File: src/rtl/vga_image_scaler.sv
// vga_image_scaler: VGA raster engine that scans a configurable timing grid,
// fetches pixels from NUM_IMG external image ROMs through a shared address,
// and places the selected (optionally power-of-two upscaled) image at a fixed
// offset inside the active area. RGB and syncs leave through the same
// two-stage pipeline, so they stay mutually aligned.
module vga_image_scaler #(
  parameter int          CLK_DIV    = 4,
  parameter int          H_SYNC     = 96,
  parameter int          H_BP       = 48,
  parameter int          H_ACT      = 640,
  parameter int          H_FP       = 16,
  parameter int          V_SYNC     = 2,
  parameter int          V_BP       = 33,
  parameter int          V_ACT      = 480,
  parameter int          V_FP       = 10,
  parameter int          IMG_W      = 320,
  parameter int          IMG_H      = 240,
  parameter int          SCALE_LOG2 = 0,
  parameter int          X_OFF      = 160,
  parameter int          Y_OFF      = 120,
  parameter int          NUM_IMG    = 3,
  parameter logic [11:0] BORDER_RGB = 12'hF00,
  parameter int          AW         = 17
) (
  input  logic                   CLK,
  input  logic                   init,
  input  logic [2:0]             num,
  output logic [AW-1:0]          addr,
  input  logic [12*NUM_IMG-1:0]  img_data,
  output logic [3:0]             red,
  output logic [3:0]             green,
  output logic [3:0]             blue,
  output logic                   H_sync,
  output logic                   V_sync,
  output logic                   de,
  output logic                   frame_start
);

  localparam int H_TOTAL = H_SYNC + H_BP + H_ACT + H_FP;
  localparam int V_TOTAL = V_SYNC + V_BP + V_ACT + V_FP;
  localparam int HW      = $clog2(H_TOTAL);
  localparam int VW      = $clog2(V_TOTAL);
  localparam int DW      = $clog2(CLK_DIV);

  // Boundaries widened to 32 bits so all compares share one width.
  localparam logic [31:0] H_SY  = 32'(H_SYNC);
  localparam logic [31:0] H_ST  = 32'(H_SYNC + H_BP);
  localparam logic [31:0] H_EN  = 32'(H_SYNC + H_BP + H_ACT);
  localparam logic [31:0] V_SY  = 32'(V_SYNC);
  localparam logic [31:0] V_ST  = 32'(V_SYNC + V_BP);
  localparam logic [31:0] V_EN  = 32'(V_SYNC + V_BP + V_ACT);
  localparam logic [31:0] X_LO  = 32'(X_OFF);
  localparam logic [31:0] X_HI  = 32'(X_OFF + (IMG_W << SCALE_LOG2));
  localparam logic [31:0] Y_LO  = 32'(Y_OFF);
  localparam logic [31:0] Y_HI  = 32'(Y_OFF + (IMG_H << SCALE_LOG2));
  localparam logic [31:0] IMG_W32 = 32'(IMG_W);

  logic [DW-1:0] div_q;
  logic          pix_ce;
  logic [HW-1:0] h_cnt_q;
  logic [VW-1:0] v_cnt_q;
  logic [2:0]    sel_q;
  logic [2:0]    sel_d;

  logic [31:0]   hx, vy, xp, yp, col, row;
  logic          act_h, act_v, act_d, win_d, first_d;
  logic [AW-1:0] addr_d;
  logic [11:0]   bank_pix;

  logic [AW-1:0] addr_q;
  logic          act_p1_q, win_p1_q, hs_p1_q, vs_p1_q, first_p1_q;
  logic [11:0]   rgb_p2_q;
  logic          de_p2_q, hs_p2_q, vs_p2_q, fs_q;

  assign pix_ce = (div_q == '0);

  // Pixel-clock divider; zero after reset so the first released cycle ticks.
  always_ff @(posedge CLK) begin
    if (init) begin
      div_q <= '0;
    end else if (div_q == DW'(CLK_DIV - 1)) begin
      div_q <= '0;
    end else begin
      div_q <= div_q + DW'(1);
    end
  end

  // Raster counters: h wraps every line, v advances on each h wrap.
  always_ff @(posedge CLK) begin
    if (init) begin
      h_cnt_q <= '0;
      v_cnt_q <= '0;
    end else if (pix_ce) begin
      if (h_cnt_q == HW'(H_TOTAL - 1)) begin
        h_cnt_q <= '0;
        if (v_cnt_q == VW'(V_TOTAL - 1)) begin
          v_cnt_q <= '0;
        end else begin
          v_cnt_q <= v_cnt_q + VW'(1);
        end
      end else begin
        h_cnt_q <= h_cnt_q + HW'(1);
      end
    end
  end

  // Out-of-range selections fall back to bank 0.
  assign sel_d = (32'(num) < 32'(NUM_IMG)) ? num : 3'd0;

  // Bank select only changes at the top of a frame so an image never tears.
  always_ff @(posedge CLK) begin
    if (init) begin
      sel_q <= 3'd0;
    end else if (pix_ce && (h_cnt_q == '0) && (v_cnt_q == '0)) begin
      sel_q <= sel_d;
    end
  end

  // Decode counter position into active/window flags and the ROM address.
  always_comb begin
    hx      = 32'(h_cnt_q);
    vy      = 32'(v_cnt_q);
    xp      = hx - H_ST;
    yp      = vy - V_ST;
    act_h   = (hx >= H_ST) && (hx < H_EN);
    act_v   = (vy >= V_ST) && (vy < V_EN);
    act_d   = act_h && act_v;
    // Requiring act_d clips the window to the active area.
    win_d   = act_d && (xp >= X_LO) && (xp < X_HI) && (yp >= Y_LO) && (yp < Y_HI);
    col     = (xp - X_LO) >> SCALE_LOG2;
    row     = (yp - Y_LO) >> SCALE_LOG2;
    addr_d  = AW'((row * IMG_W32) + col);
    first_d = act_d && (xp == 32'd0) && (yp == 32'd0);
  end

  // ---- stage 1: address and flags registered from the counters ----
  always_ff @(posedge CLK) begin
    if (init) begin
      addr_q     <= '0;
      act_p1_q   <= 1'b0;
      win_p1_q   <= 1'b0;
      hs_p1_q    <= 1'b1;
      vs_p1_q    <= 1'b1;
      first_p1_q <= 1'b0;
    end else if (pix_ce) begin
      act_p1_q   <= act_d;
      win_p1_q   <= win_d;
      hs_p1_q    <= (hx >= H_SY);
      vs_p1_q    <= (vy >= V_SY);
      first_p1_q <= first_d;
      // Outside the window the address holds, so clipped pixels are never fetched.
      if (win_d) begin
        addr_q <= addr_d;
      end
    end
  end

  // Pick the selected bank's word out of the concatenated ROM outputs.
  always_comb begin
    bank_pix = img_data[11:0];
    for (int k = 1; k < NUM_IMG; k++) begin
      if (sel_q == 3'(k)) begin
        bank_pix = img_data[12*k +: 12];
      end
    end
  end

  // ---- stage 2: colour from ROM data, flags forwarded ----
  always_ff @(posedge CLK) begin
    if (init) begin
      rgb_p2_q <= 12'h000;
      de_p2_q  <= 1'b0;
      hs_p2_q  <= 1'b1;
      vs_p2_q  <= 1'b1;
      fs_q     <= 1'b0;
    end else begin
      // frame_start lasts a single CLK, not a whole pixel.
      fs_q <= 1'b0;
      if (pix_ce) begin
        de_p2_q <= act_p1_q;
        hs_p2_q <= hs_p1_q;
        vs_p2_q <= vs_p1_q;
        fs_q    <= first_p1_q;
        if (win_p1_q) begin
          rgb_p2_q <= bank_pix;
        end else if (act_p1_q) begin
          rgb_p2_q <= BORDER_RGB;
        end else begin
          rgb_p2_q <= 12'h000;
        end
      end
    end
  end

  assign addr        = addr_q;
  assign red         = rgb_p2_q[11:8];
  assign green       = rgb_p2_q[7:4];
  assign blue        = rgb_p2_q[3:0];
  assign H_sync      = hs_p2_q;
  assign V_sync      = vs_p2_q;
  assign de          = de_p2_q;
  assign frame_start = fs_q;

endmodule

File: config.mk
export PLATFORM = sky130hd
export DESIGN_NAME = vga_image_scaler
export DESIGN_NICKNAME = d
export VERILOG_FILES = /design/src/rtl/vga_image_scaler.sv
export SDC_FILE = /design/constraint.sdc
export NUM_CORES = 1
export LEC_CHECK = 0
export CAP_MARGIN = 10
export CORE_ASPECT_RATIO = 1.2
export CORE_MARGIN = 2
export CORE_UTILIZATION = 59
export DETAILED_ROUTE_END_ITERATION = 10
export PLACE_DENSITY = 0.91
export SYNTH_ARGS = -nofsm -noshare
export SYNTH_HDL_FRONTEND = slang
export SYNTH_SLANG_ARGS = --single-unit
export TNS_END_PERCENT = 1
File: constraint.sdc
create_clock -name CLK -period 9.4 [get_ports CLK]
set_input_delay 1.41 -clock CLK [delete_from_list [all_inputs] [get_ports CLK]]
set_output_delay 1.41 -clock CLK [all_outputs]
set_load 0.01 [all_outputs]
# After elaboration in Yosys (flattened, before gate mapping)
# Cells that the tools add are included.
# Widths: inputs -> output; s select.
# totals
reg_bits	63
in_bits	41
# classes
mul	1
n_lt_le_gt_ge	11
reduce_logical	20
n_mux	7
n_eq_ne	5
add_sub_neg	8
bitwise	1
# op_table
cell	count
$logic_not 32->1	2
$lt 32x9->1 const B	2
$mux 12	4
$ge 32x7->1 const B	1
$ge 32x8->1 const B	1
$mul 32x3->11 const B	1
$add 10x1->10 const B	2
$eq 10x10->1 const B	2
$logic_not 10->1	2
$lt 10x10->1 const B	2
$mux 10	2
$add 17x17->17	1
$sub 11x8->12 const B	1
$sub 11x9->12 const B	1
$logic_and 1x1->1	11
$sub 10x6->11 const B	1
$sub 10x8->11 const B	1
$ge 10x2->1 const B	1
$ge 10x6->1 const B	1
$ge 10x7->1 const B	1
$ge 10x8->1 const B	1
$reduce_and 2->1	2
$reduce_or 2->1	2
$eq 3x1->1 const B	1
7 further kinds	7

# Depth between registers and ports, before layout
# logic_depth
depth_word	8
depth_mapped	21
mapped_depth_nobuf	20

# Worst setup path after synthesis
# No wires, ideal clock.
# synth_path
path_type	register -> register
from	reg v_cnt_q[3]
to	reg addr_q[15], in the netlist addr[15]
t_required_ns	9.330
path_slack_ns	5.252
synth_period_minus_slack_ns	4.148
n_path_buf	1
t_arrival_ns	4.077
path_stages_with_launch	21
setup_time_ns	0.070
cell_sequence	dfxtp_1 > clkbuf_1 > inv_1 > xnor2_1 > inv_1 > ha_1 > maj3_1 > o21ai_0 > xnor2_1 > ha_1 > ha_1 > inv_1 > o21bai_1 > a21oi_1 > xnor2_1 > ha_1 > inv_1 > or3_1 > mux2i_1 > o21ai_1 > a21oi_1
# synth_between
elab_chain_len	8
elab_cells_between_ends	15
classes_between	3 x add/sub; 1 x mul; 4 x order compare; 7 x reduce/logical
# synth_rtl
item	line	text
from (decl)	61	logic [VW-1:0] v_cnt_q;
from (signal assigned)	99	v_cnt_q <= v_cnt_q + VW'(1);
parallel branches: the longest is 8 deep, another holds $mul 32x3->11	-	
to (signal assigned)	153	addr_q <= addr_d;
to (decl)	70	logic [AW-1:0] addr_q;
# Several ways; the timed one is not identified.
# A chain may end at the register's enable or synchronous reset.

# Worst setup path in the final report
# layout_path
from	reg v_cnt_q[1]
to	reg addr_q[15], in the netlist addr[15]
# Same word-level chain as after synthesis.

==> flow_metrics.tcl <==
set metrics [dict create \
    outcome "finished, final reports clean" \
    synth_edf_count 0 \
    htreeDepth 3 \
    numPortBuffers 73 \
    yosysSeqAreaShare_pct 27.4 \
    setup_tns_ps 0 \
    antenna_found_initial 0 \
    cts_root_buf "clkbuf_8" \
    initial_core_util_pct 60.5 \
    final-setup-viol-count 0 \
    synth_top_area_share_pct 27.4 \
    clk_pin_slew_ps 80 \
    fmax_mhz 210 \
    grt_max_degree 52 \
    place_inst 692 \
    crit_type "flop to flop" \
    postCtsHoldBufs 0 \
    wire_per_inst_um 16.5 \
    areaGrowthSynthToFinish_pct 20.0 \
    ys_ff_latch 63 \
    first_iter_violations 212 \
    die_h_um 101 \
    tightest_slew_ps 928 \
    drive_gt1_share_pct 5.03 \
    p_per_area_mw_per_mm2 115 \
    slew_headroom_pct 38.1 \
    worstHoldStart "first_p1_q" \
    antenna_cells 0 \
    place.gp.congestion 0.922 \
    clk_path_buf_depth 2 \
    fin_crit_ps 4760 \
    vdd_ir_drop_max_v 0.0000835 \
    vias 4299 \
    viasPerCell 6.07 \
    clkLatencyLatePin_ps 350 \
    grt_overflow 0 \
    avgSynthCellArea_um2 8.26 \
    setup.worst_path.start "v_cnt_q[1]" \
    final_util_pct 72.5 \
    final_cell_mix "clkdlybuf4s50_1 (72), dfxtp_1 (63), nor2_1 (57)" \
    cts_tree "built" \
    multi_input_area_mm2 0.00308 \
    fp.dieW_um 84.7 \
    cts_inserted_buffers 9 \
    final_common_cell "clkdlybuf4s50_1" \
    std_cell_rows 35 \
    startpoint_type "flop" \
    drcViolationCount 0 \
    leakagePower_nw 2.13 \
    rsz0062_at_grt "false" \
    skew_ps 14.3 \
    yosys.area.top_type "dfxtp_1" \
    ctsResizeCount 0 \
    critical_path_arrival_ps 5030 \
    cp_data_required_time_ps 9670 \
    nets 694 \
    post_dp_cell_area_mm2 0.00530 \
    grt_pass1_wl_um 19500 \
    critPathMaxFanout 12 \
    gr-usage-all-layers_pct 27.8 \
    synth_area_leaders "dfxtp_1 (27%), ha_1 (11%), xnor2_1 (5.5%)" \
    die_area_mm2 0.00853 \
    seqCellArea_mm2 0.00126 \
    postCtsSetupBuffers 0 \
    finalCritPeriodShare_pct 50.6 \
    synth-main-ff-cell "dfxtp_1" \
    max_cap_viol_count 0 \
    finalMaxSlewViolations 0 \
    rr_startpoint "v_cnt_q[1]" \
    synth_cell_types 70 \
    dpl.hpwl_um 8610 \
    synth_nets 641 \
    ys_warn_count 0 \
    ant_nets 0 \
    finalInstanceArea_mm2 0.00553 \
    fill_cells 574 \
    grt_pass1_vias 4221 \
    min_path_type "flop to flop" \
    async_flop_share_pct 0 \
    netlist_area_mm2 0.00461 \
    ioPinCount 74 \
    routed_wl_um 11700 \
    hold_viol 0 \
    cp-end-kind "flop" \
    dr.pass1.iters 4 \
    p_total_mw 0.636 \
    core_mm2 0.00762 \
    postSynthCellCount 558 \
    clock-sinks 63 \
    instances_no_fill 708 \
]
==> cell type report <==
class                      count  share of cell area, %
clock buffer                   9                   2.24
clock inverter                 7                   1.86
inverter                      30                   2.04
multi-input combinational    433                   55.7
sequential                    63                   22.8
tap                           92                   2.08
timing repair buffer          74                   13.3
==> report_power, final <==
| group | switching [mW] | internal, mW | total (mW) |
|---|---|---|---|
| sequential | 0.00763 | 0.275 | 0.283 |
| clock | 0.122 | 0.153 | 0.274 |
| combinational | 0.0396 | 0.0396 | 0.0792 |
==> synthesized netlist by cell type, drive strengths merged (3+ instances only) <==
library cell and number:
dfxtp 63, nor2 58, a21oi 41, nand2 41
ha 40, inv 30, xnor2 29, clkbuf 19
o21ai 19, xor2 18, mux2i 17, nand2b 17
nor3 15, nand3 14, buf 13, nand4 10
or3 10, o2111ai 9, o22ai 9, nor2b 8
o22a 8, a21o 7, a31oi 5, a211o 4
nor3b 4, nor4 4, o31ai 4, nand3b 3
==> stage by stage <==
step / setup WS (ps) / hold slack (ps)
after floorplan: 5250 / 419
after global placement: 4960 / 430
after detailed placement: 4720 / 429
after CTS: 4690 / 441
after global routing: 4250 / 458
final: 4640 / 441
==> state kept, by name, indices dropped and copies added (netlist names) <==
| name | cells |
|---|---|
| vs_p1_q | 1 |
| v_cnt_q | 10 |
| H_sync | 1 |
| frame_start | 1 |
| rgb_p2_q | 12 |
| addr | 17 |
| V_sync | 1 |
| div_q | 2 |
| win_p1_q | 1 |
| hs_p1_q | 1 |
| first_p1_q | 1 |
| act_p1_q | 1 |
| de | 1 |
| sel_q | 3 |
| h_cnt_q | 10 |
==> cells by family (layout without fill, tap and decap cells) <==
group	Yosys count	after routing	share of synthesized area [%]
buffers and inverters	62	120	5.78
AND/OR/NAND/NOR	196	196	22.5
flip-flops	63	63	27.4
multiplexers	17	17	3.69
AO/OA/AOI/OAI	129	129	19.3
adder cells (fa/ha/maj)	43	43	12.0
XOR/XNOR	48	48	9.42
==> critical path: stages (launching register included) <==
cell and delay (ps):
dfxtp_1 600, ha_1 530, nor3_1 110, xor2_1 190, ha_1 290, maj3_1 350, o21ai_0 240, xnor2_1 190
ha_1 270, ha_1 340, nand2_1 60, o21ai_0 280, nor2_1 90, xnor2_1 130, ha_1 260, nor4_1 310
a21oi_1 80, o311ai_0 100, o21ai_1 90, a21oi_1 170
==> routing by layer <==
metal | share of wire (%) | GRT usage, %
met5 | 0 | 0
met4 | 3.0 | 12.2
met3 | 5.9 | 5.98
met2 | 50 | 51.0
met1 | 41 | 30.8
==> final timing paths <==
path,depth (start not counted),slack (ps),end
worst max-delay path,19,4640,addr[15]
worst max register to register,19,4640,addr[15]
worst min register to register,2,440,frame_start
worst min-delay path,2,440,frame_start
(Power assumes the default switching activity.)
==> RTL change: new RTL, same settings <==
Add an input register stage for `init`, `num` and `img_data`, without a reset; this delays them by one clock.
--- a/src/rtl/vga_image_scaler.sv
+++ b/src/rtl/vga_image_scaler.sv
@@ -57,2 +57,12 @@
 
+  logic init_q;
+  logic [2:0] num_q;
+  logic [12*NUM_IMG-1:0] img_data_q;
+
+  always_ff @(posedge CLK) begin
+    init_q     <= init;
+    num_q      <= num;
+    img_data_q <= img_data;
+  end
+
   logic [DW-1:0] div_q;
@@ -78,3 +88,3 @@
   always_ff @(posedge CLK) begin
-    if (init) begin
+    if (init_q) begin
       div_q <= '0;
@@ -89,3 +99,3 @@
   always_ff @(posedge CLK) begin
-    if (init) begin
+    if (init_q) begin
       h_cnt_q <= '0;
@@ -107,3 +117,3 @@
   // Out-of-range selections fall back to bank 0.
-  assign sel_d = (32'(num) < 32'(NUM_IMG)) ? num : 3'd0;
+  assign sel_d = (32'(num_q) < 32'(NUM_IMG)) ? num_q : 3'd0;
 
@@ -111,3 +121,3 @@
   always_ff @(posedge CLK) begin
-    if (init) begin
+    if (init_q) begin
       sel_q <= 3'd0;
@@ -137,3 +147,3 @@
   always_ff @(posedge CLK) begin
-    if (init) begin
+    if (init_q) begin
       addr_q     <= '0;
@@ -159,6 +169,6 @@
   always_comb begin
-    bank_pix = img_data[11:0];
+    bank_pix = img_data_q[11:0];
     for (int k = 1; k < NUM_IMG; k++) begin
       if (sel_q == 3'(k)) begin
-        bank_pix = img_data[12*k +: 12];
+        bank_pix = img_data_q[12*k +: 12];
       end
@@ -169,3 +179,3 @@
   always_ff @(posedge CLK) begin
-    if (init) begin
+    if (init_q) begin
       rgb_p2_q <= 12'h000;
Formal check against the unedited RTL: not equivalent (Yosys sat finds a counterexample within 4 cycles, from zero or initial values).
==> RTL change against the original RTL <==
Setup slack worse by 140 ps. First-iteration DRC count increased by 22%. Wire length increased by 8.8%. Count of clock-buffer cells in the layout is the same. Final area grew 13%. Synthesized cell count increased by 5.9%. Sequential cell count rose by 40. Sequential share of layout area up 10 points. Total power increased by 31%. Synthesized area rose by 15%. Utilization decreased by 0.14 points. Hold slack improved by 21 ps. Maximum frequency fell by 2.8%. Critical path type unchanged. Largest cell class unchanged. Largest power group unchanged.
==> RTL change: results (changes against the original RTL) <==
stage	metric	value	unit	change
clock_tree	Clk pin slew, worst setup/hold paths	110	ps	+30 ps
logic_synthesis	synth top area cells	dfxtp_1, ha_1, xnor2_1		
critical_path	Crit path max-delay family	adder cells		
detailed_routing	WL per Instance	16.6	µm	+0.79%
global_route	first-pass GRT wire length	21000	µm	+7.8%
detailed_routing	starting DRC count in detailed routing	259		+22%
global_route	initial antenna violation count	0		unchanged
logic_synthesis	syn_nets	674		+5.1%
clock_tree	Post-CTS Setup Inserts	0		unchanged
critical_path	Crit-path slowest cell	dfxtp_1		
place	DP HPWL	9260	µm	+7.5%
critical_path	Critical Path AT	5200	ps	+170 ps
logic_synthesis	Post-synth top cells	dfxtp_1, nor2_1, ha_1		
critical_path	Crit path buffers/inverters	0		unchanged
critical_path	Worst path max stage delay	620	ps	+20 ps
clock_tree	CTS H-tree lvls	3		unchanged
hold_path	Hold Path Stages	2		unchanged
detailed_routing	post-DR vias/cell	5.88		-3.1%
clock_tree	CTS Buffer Depth	2		unchanged
cells_and_area	layout cell share with drive strength beyond 1	0.0433		-0.00705
cells_and_area	Final nets	725		+4.5%
logic_synthesis	warnings from Yosys	0		unchanged
power_and_ir_drop	Leak	2.38	nW	+12%
clock_tree	clock latency on the worst-skew pair	390	ps	+40 ps
hold_path	Hold Path Class	reg2reg		
critical_path	R2R cell count	18		-1
cells_and_area	Biggest register	img_data_q		
logic_synthesis	sequential-to-total area share from yosys stat	0.388		+0.114
logic_synthesis	Post-synth ARST share	0		unchanged
place	DP Cell Count	748		+8.1%
global_route	vias in the first global route	4494		+6.5%
global_route	Overall Global Routing Usage	0.262		-0.0160
logic_synthesis	predominant post-synthesis flop cell	dfxtp_1		
clock_tree	quantity of gates resized following cts	0		unchanged
critical_path	Max FO, Critical Path	13		+1
run_status	status	finished clean		
clock_tree	CTS root buf	clkbuf_8		
cells_and_area	number of flip-flops under the largest register name	36		+19
logic_synthesis	Unique masters post-synth	66		-5.7%
logic_synthesis	Mean Syn Cell Area	8.99	µm²	+8.9%
cells_and_area	antenna diode count	0		unchanged
timing	Clock Skew	18.1	ps	+3.80 ps
global_route	largest net degree at the start of global routing	31		-40%
place	gpl congestion	0.892		-3.2%
cells_and_area	final std cells w/o fill	764		+7.9%
detailed_routing	DR pass1 iterations	6		+2
timing	Worst slew margin	0.384		+0.00249
clock_tree	CTS buffer count	9		unchanged
power_and_ir_drop	peak supply drop	0.0000921	V	+10%
place	I/O Buffers	73		unchanged
[RTL change: cell families (layout without fill, tap and decap cells)]
family / Yosys count / count (layout) / synth area share
adder cells (fa/ha/maj): 42 / 42 / 0.102
AND/OR/NAND/NOR: 181 / 181 / 0.173
XOR/XNOR: 50 / 50 / 0.0824
AO/OA/AOI/OAI: 127 / 127 / 0.165
flip-flops: 103 / 103 / 0.388
buffers and inverters: 67 / 123 / 0.0497
multiplexers: 21 / 21 / 0.0398
[RTL change: per-layer routing]
metal  routed length (µm)  vias to the layer above  track usage
li1                     -                     2178            -
met1                 5300                     2159        0.303
met2                 6520                      137        0.486
met3                  709                       19       0.0613
met4                  181                        0       0.0725
met5                    0                        -            0
[RTL change: power by group]
group	switching [mW]	internal [mW]	total, mW
combinational	0.0418	0.0411	0.0829
clock	0.179	0.108	0.287
sequential	0.0108	0.454	0.465
total	0.231	0.603	0.834
[RTL change: final timing paths]
| check | to | from | slack (ps) |
|---|---|---|---|
| setup / recovery | addr[16] | v_cnt_q[1] | 4500 |
| hold / removal | frame_start | first_p1_q | 460 |
| setup reg to reg | addr[16] | v_cnt_q[1] | 4500 |
| hold reg to reg | frame_start | first_p1_q | 460 |
[RTL change: through the flow]
stage | setup WS (ps) | power, mW | hold slack, ps | area, µm² | util
floorplan | 5310 | 0.518 | 419 | 5310 | -
global placement | 4830 | 0.553 | 432 | 6060 | 0.700
detailed placement | 4650 | 0.558 | 448 | 6060 | 0.700
CTS | 4550 | 0.838 | 462 | 6270 | 0.724
global route | 4090 | 0.865 | 489 | 6270 | 0.724
finish | 4500 | 0.834 | 462 | 6270 | 0.724
[RTL change: worst register-to-register path, delay by kind of cell, from the launching register on]
kind | cells | cell delay [ps]
compound gates | 7 | 1250
simple gates | 3 | 670
flops | 1 | 620
xor+xnor | 3 | 560
fa+ha+maj | 5 | 1710
[RTL change: final cells by class]
class	count	area (µm²)
repair buffers	76	753
clock inverters	7	81.3
flip-flops and latches	103	2060
multi-input cells	421	2990
fillers	656	2390
well taps	117	146
inverters	31	116
clock buffers	9	124
